[src/rtl/vector_pls_seq.sv]
// Multi-beat predicated vector load/store sequencer between vector issue and the memory port.
// Optional build macro VECTOR_PLS_BEAT_SKIP_EN: beats whose byte enables are all zero are not issued.
module vector_pls_seq #(
    parameter int NUM_ELEMS           = 8,
    parameter int ELEM_SIZE           = 16,
    parameter int ENABLES_PER_ELEMENT = 4,
    parameter int BUS_WIDTH           = 64,
    localparam int BEATS  = NUM_ELEMS * ELEM_SIZE / BUS_WIDTH,
    localparam int BEAT_W = (BEATS > 1) ? $clog2(BEATS) : 1
) (
    input  logic                                    clk,
    input  logic                                    reset,
    input  logic                                    cmd_valid,
    output logic                                    cmd_ready,
    input  logic                                    cmd_store,
    input  logic [2:0]                              cmd_cond,
    input  logic [NUM_ELEMS*ELEM_SIZE-1:0]          a,
    input  logic [NUM_ELEMS*ENABLES_PER_ELEMENT-1:0] vcr_eq,
    input  logic [NUM_ELEMS*ENABLES_PER_ELEMENT-1:0] vcr_lt,
    input  logic [NUM_ELEMS*ENABLES_PER_ELEMENT-1:0] vcr_gt,
    output logic                                    m_valid,
    input  logic                                    m_ready,
    output logic                                    m_we,
    output logic [BEAT_W-1:0]                       m_beat,
    output logic [BUS_WIDTH-1:0]                    m_data,
    output logic [BUS_WIDTH/8-1:0]                  m_byteen,
    input  logic                                    s_valid,
    input  logic [BUS_WIDTH-1:0]                    s_data,
    output logic                                    done,
    output logic [NUM_ELEMS*ELEM_SIZE-1:0]          y,
    output logic [NUM_ELEMS*ENABLES_PER_ELEMENT-1:0] write_mask
);

    localparam int V      = NUM_ELEMS * ELEM_SIZE;
    localparam int E      = NUM_ELEMS * ENABLES_PER_ELEMENT;
    localparam int NBYTES = V / 8;
    localparam int EPB    = ENABLES_PER_ELEMENT / (ELEM_SIZE / 8);
    localparam int BB     = BUS_WIDTH / 8;
    localparam int CNT_W  = $clog2(BEATS + 1);
    localparam logic [CNT_W-1:0] BEAT_END = CNT_W'(BEATS);

    localparam logic [1:0] S_IDLE  = 2'd0;
    localparam logic [1:0] S_ISSUE = 2'd1;
    localparam logic [1:0] S_WAIT  = 2'd2;
    localparam logic [1:0] S_DONE  = 2'd3;

    localparam logic [2:0] C_ALWAYS = 3'b000;
    localparam logic [2:0] C_EQ     = 3'b001;
    localparam logic [2:0] C_LT     = 3'b010;
    localparam logic [2:0] C_GT     = 3'b011;
    localparam logic [2:0] C_LE     = 3'b100;
    localparam logic [2:0] C_GE     = 3'b101;
    localparam logic [2:0] C_NE     = 3'b110;

    logic [1:0]        r_state;
    logic              r_store;
    logic [V-1:0]      r_a;
    logic [NBYTES-1:0] r_byteen;
    logic [CNT_W-1:0]  r_beat;
    logic [CNT_W-1:0]  r_rsp_beat;
    logic [CNT_W-1:0]  r_outstanding;
    logic [V-1:0]      r_y;
    logic [E-1:0]      r_wmask;

    logic [E-1:0]      w_en;
    logic [NBYTES-1:0] w_byteen;
    logic [CNT_W-1:0]  w_first;
    logic [CNT_W-1:0]  w_next_issue;
    logic [CNT_W-1:0]  w_next_rsp;
    logic [CNT_W-1:0]  w_out_next;
    logic              w_issue;
    logic              w_rsp;
    int                w_issue_slice;
    int                w_rsp_slice;
    logic [BB-1:0]     w_rsp_be;
    logic [BUS_WIDTH-1:0] w_rsp_data;

    // NOTE: every combinational output gets a default first so no path can infer a latch.
    always_comb begin
        w_en = '0;
        case (cmd_cond)
            C_ALWAYS: w_en = '1;
            C_EQ:     w_en = vcr_eq;
            C_LT:     w_en = vcr_lt;
            C_GT:     w_en = vcr_gt;
            C_LE:     w_en = vcr_lt | vcr_eq;
            C_GE:     w_en = vcr_gt | vcr_eq;
            C_NE:     w_en = ~vcr_eq;
            default:  w_en = '0;
        endcase
        for (int i = 0; i < NBYTES; i++) begin
            w_byteen[i] = |w_en[i*EPB +: EPB];
        end
    end

`ifdef VECTOR_PLS_BEAT_SKIP_EN
    // Lowest beat index >= start that carries at least one enabled byte, BEAT_END if none.
    function automatic logic [CNT_W-1:0] next_beat(input logic [NBYTES-1:0] be, input int start);
        next_beat = BEAT_END;
        for (int b = BEATS - 1; b >= 0; b--) begin
            if (b >= start && |be[(BEATS-1-b)*BB +: BB]) next_beat = CNT_W'(b);
        end
    endfunction
`endif

    always_comb begin
`ifdef VECTOR_PLS_BEAT_SKIP_EN
        w_first      = next_beat(w_byteen, 0);
        w_next_issue = next_beat(r_byteen, int'(r_beat) + 1);
        w_next_rsp   = next_beat(r_byteen, int'(r_rsp_beat) + 1);
`else
        w_first      = '0;
        w_next_issue = r_beat + CNT_W'(1);
        w_next_rsp   = r_rsp_beat + CNT_W'(1);
`endif
    end

    assign w_issue = (r_state == S_ISSUE) && m_ready;
    assign w_rsp   = s_valid && (r_state == S_ISSUE || r_state == S_WAIT) && (r_outstanding != '0);

    always_comb begin
        w_out_next = r_outstanding;
        if (w_issue && !r_store) w_out_next = w_out_next + CNT_W'(1);
        if (w_rsp)               w_out_next = w_out_next - CNT_W'(1);
    end

    // Beat 0 is the most significant slice of both the data and the byte-enable vectors.
    always_comb begin
        w_issue_slice = BEATS - 1 - int'(r_beat);
        w_rsp_slice   = BEATS - 1 - int'(r_rsp_beat);
        w_rsp_be      = r_byteen[w_rsp_slice*BB +: BB];
        for (int i = 0; i < BB; i++) begin
            w_rsp_data[i*8 +: 8] = w_rsp_be[i] ? s_data[i*8 +: 8] : 8'h00;
        end
    end

    // NOTE: state is updated with non-blocking assignments only, so every read sees the pre-edge value.
    always_ff @(posedge clk or posedge reset) begin
        if (reset) begin
            r_state       <= S_IDLE;
            r_store       <= 1'b0;
            r_a           <= '0;
            r_byteen      <= '0;
            r_beat        <= '0;
            r_rsp_beat    <= '0;
            r_outstanding <= '0;
            r_y           <= '0;
            r_wmask       <= '0;
        end else begin
            case (r_state)
                S_IDLE: begin
                    if (cmd_valid) begin
                        r_store       <= cmd_store;
                        r_a           <= a;
                        r_byteen      <= w_byteen;
                        r_wmask       <= cmd_store ? '0 : w_en;
                        r_y           <= '0;
                        r_outstanding <= '0;
                        if (w_first == BEAT_END) begin
                            r_state    <= S_DONE;
                            r_beat     <= '0;
                            r_rsp_beat <= '0;
                        end else begin
                            r_state    <= S_ISSUE;
                            r_beat     <= w_first;
                            r_rsp_beat <= w_first;
                        end
                    end
                end
                S_ISSUE: begin
                    if (m_ready) begin
                        if (w_next_issue == BEAT_END) begin
                            r_state <= (r_store || w_out_next == '0) ? S_DONE : S_WAIT;
                        end else begin
                            r_beat <= w_next_issue;
                        end
                    end
                end
                S_WAIT: begin
                    if (w_out_next == '0) r_state <= S_DONE;
                end
                default: r_state <= S_IDLE;
            endcase

            if (w_rsp) begin
                r_y[w_rsp_slice*BUS_WIDTH +: BUS_WIDTH] <= w_rsp_data;
                if (w_next_rsp != BEAT_END) r_rsp_beat <= w_next_rsp;
            end
            if (r_state == S_ISSUE || r_state == S_WAIT) r_outstanding <= w_out_next;
        end
    end

    assign cmd_ready  = (r_state == S_IDLE);
    assign m_valid    = (r_state == S_ISSUE);
    assign m_we       = m_valid && r_store;
    assign m_beat     = m_valid ? r_beat[BEAT_W-1:0] : '0;
    assign m_data     = m_valid ? r_a[w_issue_slice*BUS_WIDTH +: BUS_WIDTH] : '0;
    assign m_byteen   = m_valid ? r_byteen[w_issue_slice*BB +: BB] : '0;
    assign done       = (r_state == S_DONE);
    assign y          = r_y;
    assign write_mask = r_wmask;

endmodule

[config.mk]
export PLATFORM = sky130hd
export DESIGN_NAME = vector_pls_seq
export DESIGN_NICKNAME = d
export VERILOG_FILES = /design/src/rtl/vector_pls_seq.sv
export SDC_FILE = /design/constraint.sdc
export NUM_CORES = 1
export LEC_CHECK = 0
export BUFFER_PORTS_ARGS = -buffer_cell sky130_fd_sc_hd__buf_4
export CORE_AREA = 5 5 207 209
export CTS_CLUSTER_DIAMETER = 60
export DETAILED_ROUTE_END_ITERATION = 12
export DIE_AREA = 0 0 212 214
export GPL_ROUTABILITY_DRIVEN = 0
export PLACE_DENSITY = 0.64
export SLEW_MARGIN = 20
export SYNTH_ARGS = -nofsm -noshare
export SYNTH_HDL_FRONTEND = slang
export SYNTH_SLANG_ARGS = --single-unit
[constraint.sdc]
create_clock -name clk -period 17.62 [get_ports clk]
set_clock_uncertainty 0.2 [all_clocks]
set_input_delay 0.881 -clock clk [delete_from_list [all_inputs] [get_ports clk]]
set_output_delay 0.881 -clock clk [all_outputs]
set_load 0.02 [all_outputs]
==> qor.txt <==
EDFF count, synth: 0
final period utilization: 22.3%
Synthesized Nets: 1737
Ports: 534
Pre-Repair DR Iteration Count: 5
Setup Buffers After CTS: 0
top_reg_cell synth: dfrtp_1
final instance area: 20100 um2
status: completed
remaining global-route overflow: 0
H-tree levels: 2
total of max-cap violations: 0
Layout Cells excl Fill: 2481
Arrival @ worst endpoint: 2.84 ns
Antenna Cells: 0
die area: 45400 um2
Die Ht: 214 um
Pwr per Cell Area: 158 nW/um2
synth cell count leaders: 429 x nand2_1, 313 x dfrtp_1, 169 x a22o_1
Remaining DRCs: 0
multi-input logic area: 6100 um2
Die Width: 212 um
clock tree buffer depth: 3
drt via density: 5.24
worst rel slew slack: 30.4%
Syn Area/Cell: 10.1 um2
setup_tns: 0 ns
Worst VDD drop: 0.0000838 V
Synth area leader: dfrtp_1
Avg WL per Cell: 20.7 um
Post-Syn Instances: 1431
Worst Setup End Kind: output pin
Worst Max-Slew Pin Slew: 1.04 ns
crit path time final: 3.92 ns
Req. time, crit path: 16.54 ns
leakage: 10.3 nW
mapped cell area: 14400 um2
DR vias: 13000
Worst Hold Class: input pin to asynchronous set/reset pin
first-pass GRT wire length: 78300 um
unrepaired setup endpoints after global routing: no
Fillers: 3764
Detailed Place HPWL: 37400 um
post-detailed-route count of antenna-violating nets: 0
max-slew violation count: 0
CP Class: register to output pin
Startpoint Class: register
Max Clk Rate: 0.255 GHz
DR iter-0 viols: 860
post-synthesis async set-or-reset flop share: 100%
WHS: 0.180 ns
Layout Nets: 2227
top cell type's share of synthesized area: 54.4%
Distinct cells, synth: 54
number of warnings issued by yosys: 0
placed inst area: 18800 um2
IO buf count: 533
Worst-Skew Late Latency: 0.53 ns
final setup vio count: 0
count leader, synth: nand2_1
fraction of layout cells with a size suffix above 1: 32.8%
hold_buf cts: 0
initial antenna violation count: 0
TritonCTS buffer count: 38
Synth area leaders: dfrtp_1 54%, nand2_1 11%, a22o_1 10%
Core ar.: 40600 um2
clk root buf: clkbuf_16
Resize count post-CTS: 0
wirelength, routed: 51300 um
clock-pin transition on the worst setup and hold timing paths: 0.06 ns
Register Area: 7840 um2
FP Rows: 74
Initial Util: 35.4%
overall routing resource usage: 21.6%
dpl cells: 2412
vias in the first global route: 13300
Seq cells post-synth: 313
Final Hold Fails: 0
sequential-to-total area share from yosys stat: 54.4%
Max Fanout on Critical Path: 55
CTS sink cnt: 313
largest net degree at the start of global routing: 91
area grow syn2layout: 40.0%
CTS tree: yes
where the power goes:
part	switching (mW)	internal (mW)
sequential	0.168	0.967
clock	0.310	0.506
combinational	0.736	0.505
total	1.21	1.98
state kept, by name, summed over array words and instances, names as in the netlist, named ones only:
| register | flops |
|---|---|
| write_mask | 32 |
| r_store | 1 |
| y | 128 |
| r_rsp_beat | 1 |
| r_a | 128 |
| r_beat | 2 |
| r_byteen | 16 |
| r_state | 2 |
| r_outstanding | 2 |
final timing paths:
check	start	endpoint	slack, ns	cells after the start
worst max-delay path	r_beat[0]	m_byteen[0]	13.70	4
min in group clk	r_a[98]	r_a[98]	0.27	2
worst min register to register	r_a[98]	r_a[98]	0.27	2
worst max register to register	r_state[0]	r_rsp_beat[0]	14.45	7
max in group asynchronous	reset	write_mask[13]	15.43	4
worst min-delay path	reset	y[122]	0.18	2
cell usage in the layout, fill, tap and decap left out, types with 8 or more instances in the layout:
master     instances
mux2i_1           84
o221ai_1          11
inv_1             20
o22a_1            12
buf_4            543
a21oi_1           33
nand2_1          427
clkbuf_8          13
o21ai_0           35
clkbuf_16         39
nor3_4             8
ha_1               9
nor3_2             8
maj3_1            19
dfrtp_1          312
nand2b_1           8
nor2_1            88
a22o_1           169
a221o_1           17
per-stage QoR:
step	util, %	total power, mW	setup WS, ns
3_3_place_gp	46.2	2.37	14.03
3_5_place_dp	46.2	2.39	14.00
5_1_grt	49.6	3.37	13.60
2_1_floorplan	-	1.87	7.88
6_report	49.6	3.19	13.70
4_1_cts	49.5	3.22	13.64
layer usage:
metal | part of all wire, % | routed length [um] | up-vias | GRT usage [%]
met5 | 0 | 0 | - | 0
met4 | 2.9 | 1480 | 0 | 7.09
met3 | 6.9 | 3560 | 85 | 4.23
met2 | 49 | 25300 | 476 | 36.4
met1 | 41 | 20900 | 6470 | 28.0
li1 | - | - | 5968 | -
worst max-delay path: stages (launching register included):
cell	delay, ns
dfrtp_4	0.70
buf_4	0.87
mux2i_1	0.38
nor2_1	0.10
buf_4	0.20
final cells by class:
class	count	area share, %
Clock inverter	10	0.714
Timing Repair Buffer	546	20.5
Inverter	23	0.466
Tap cell	532	3.30
Clock buffer	58	5.85
Multi-Input combinational cell	999	30.3
Sequential cell	313	38.9
cells by family after synthesis:
family | count (synthesis) | share of synthesized area [%]
XOR/XNOR | 3 | 0.183
AND/OR/NAND/NOR | 564 | 16.4
buffers and inverters | 119 | 3.44
adder cells (fa/ha/maj) | 29 | 2.18
AO/OA/AOI/OAI | 317 | 17.3
multiplexers | 86 | 6.03
flip-flops | 313 | 54.4
(Power assumes the default switching activity.)
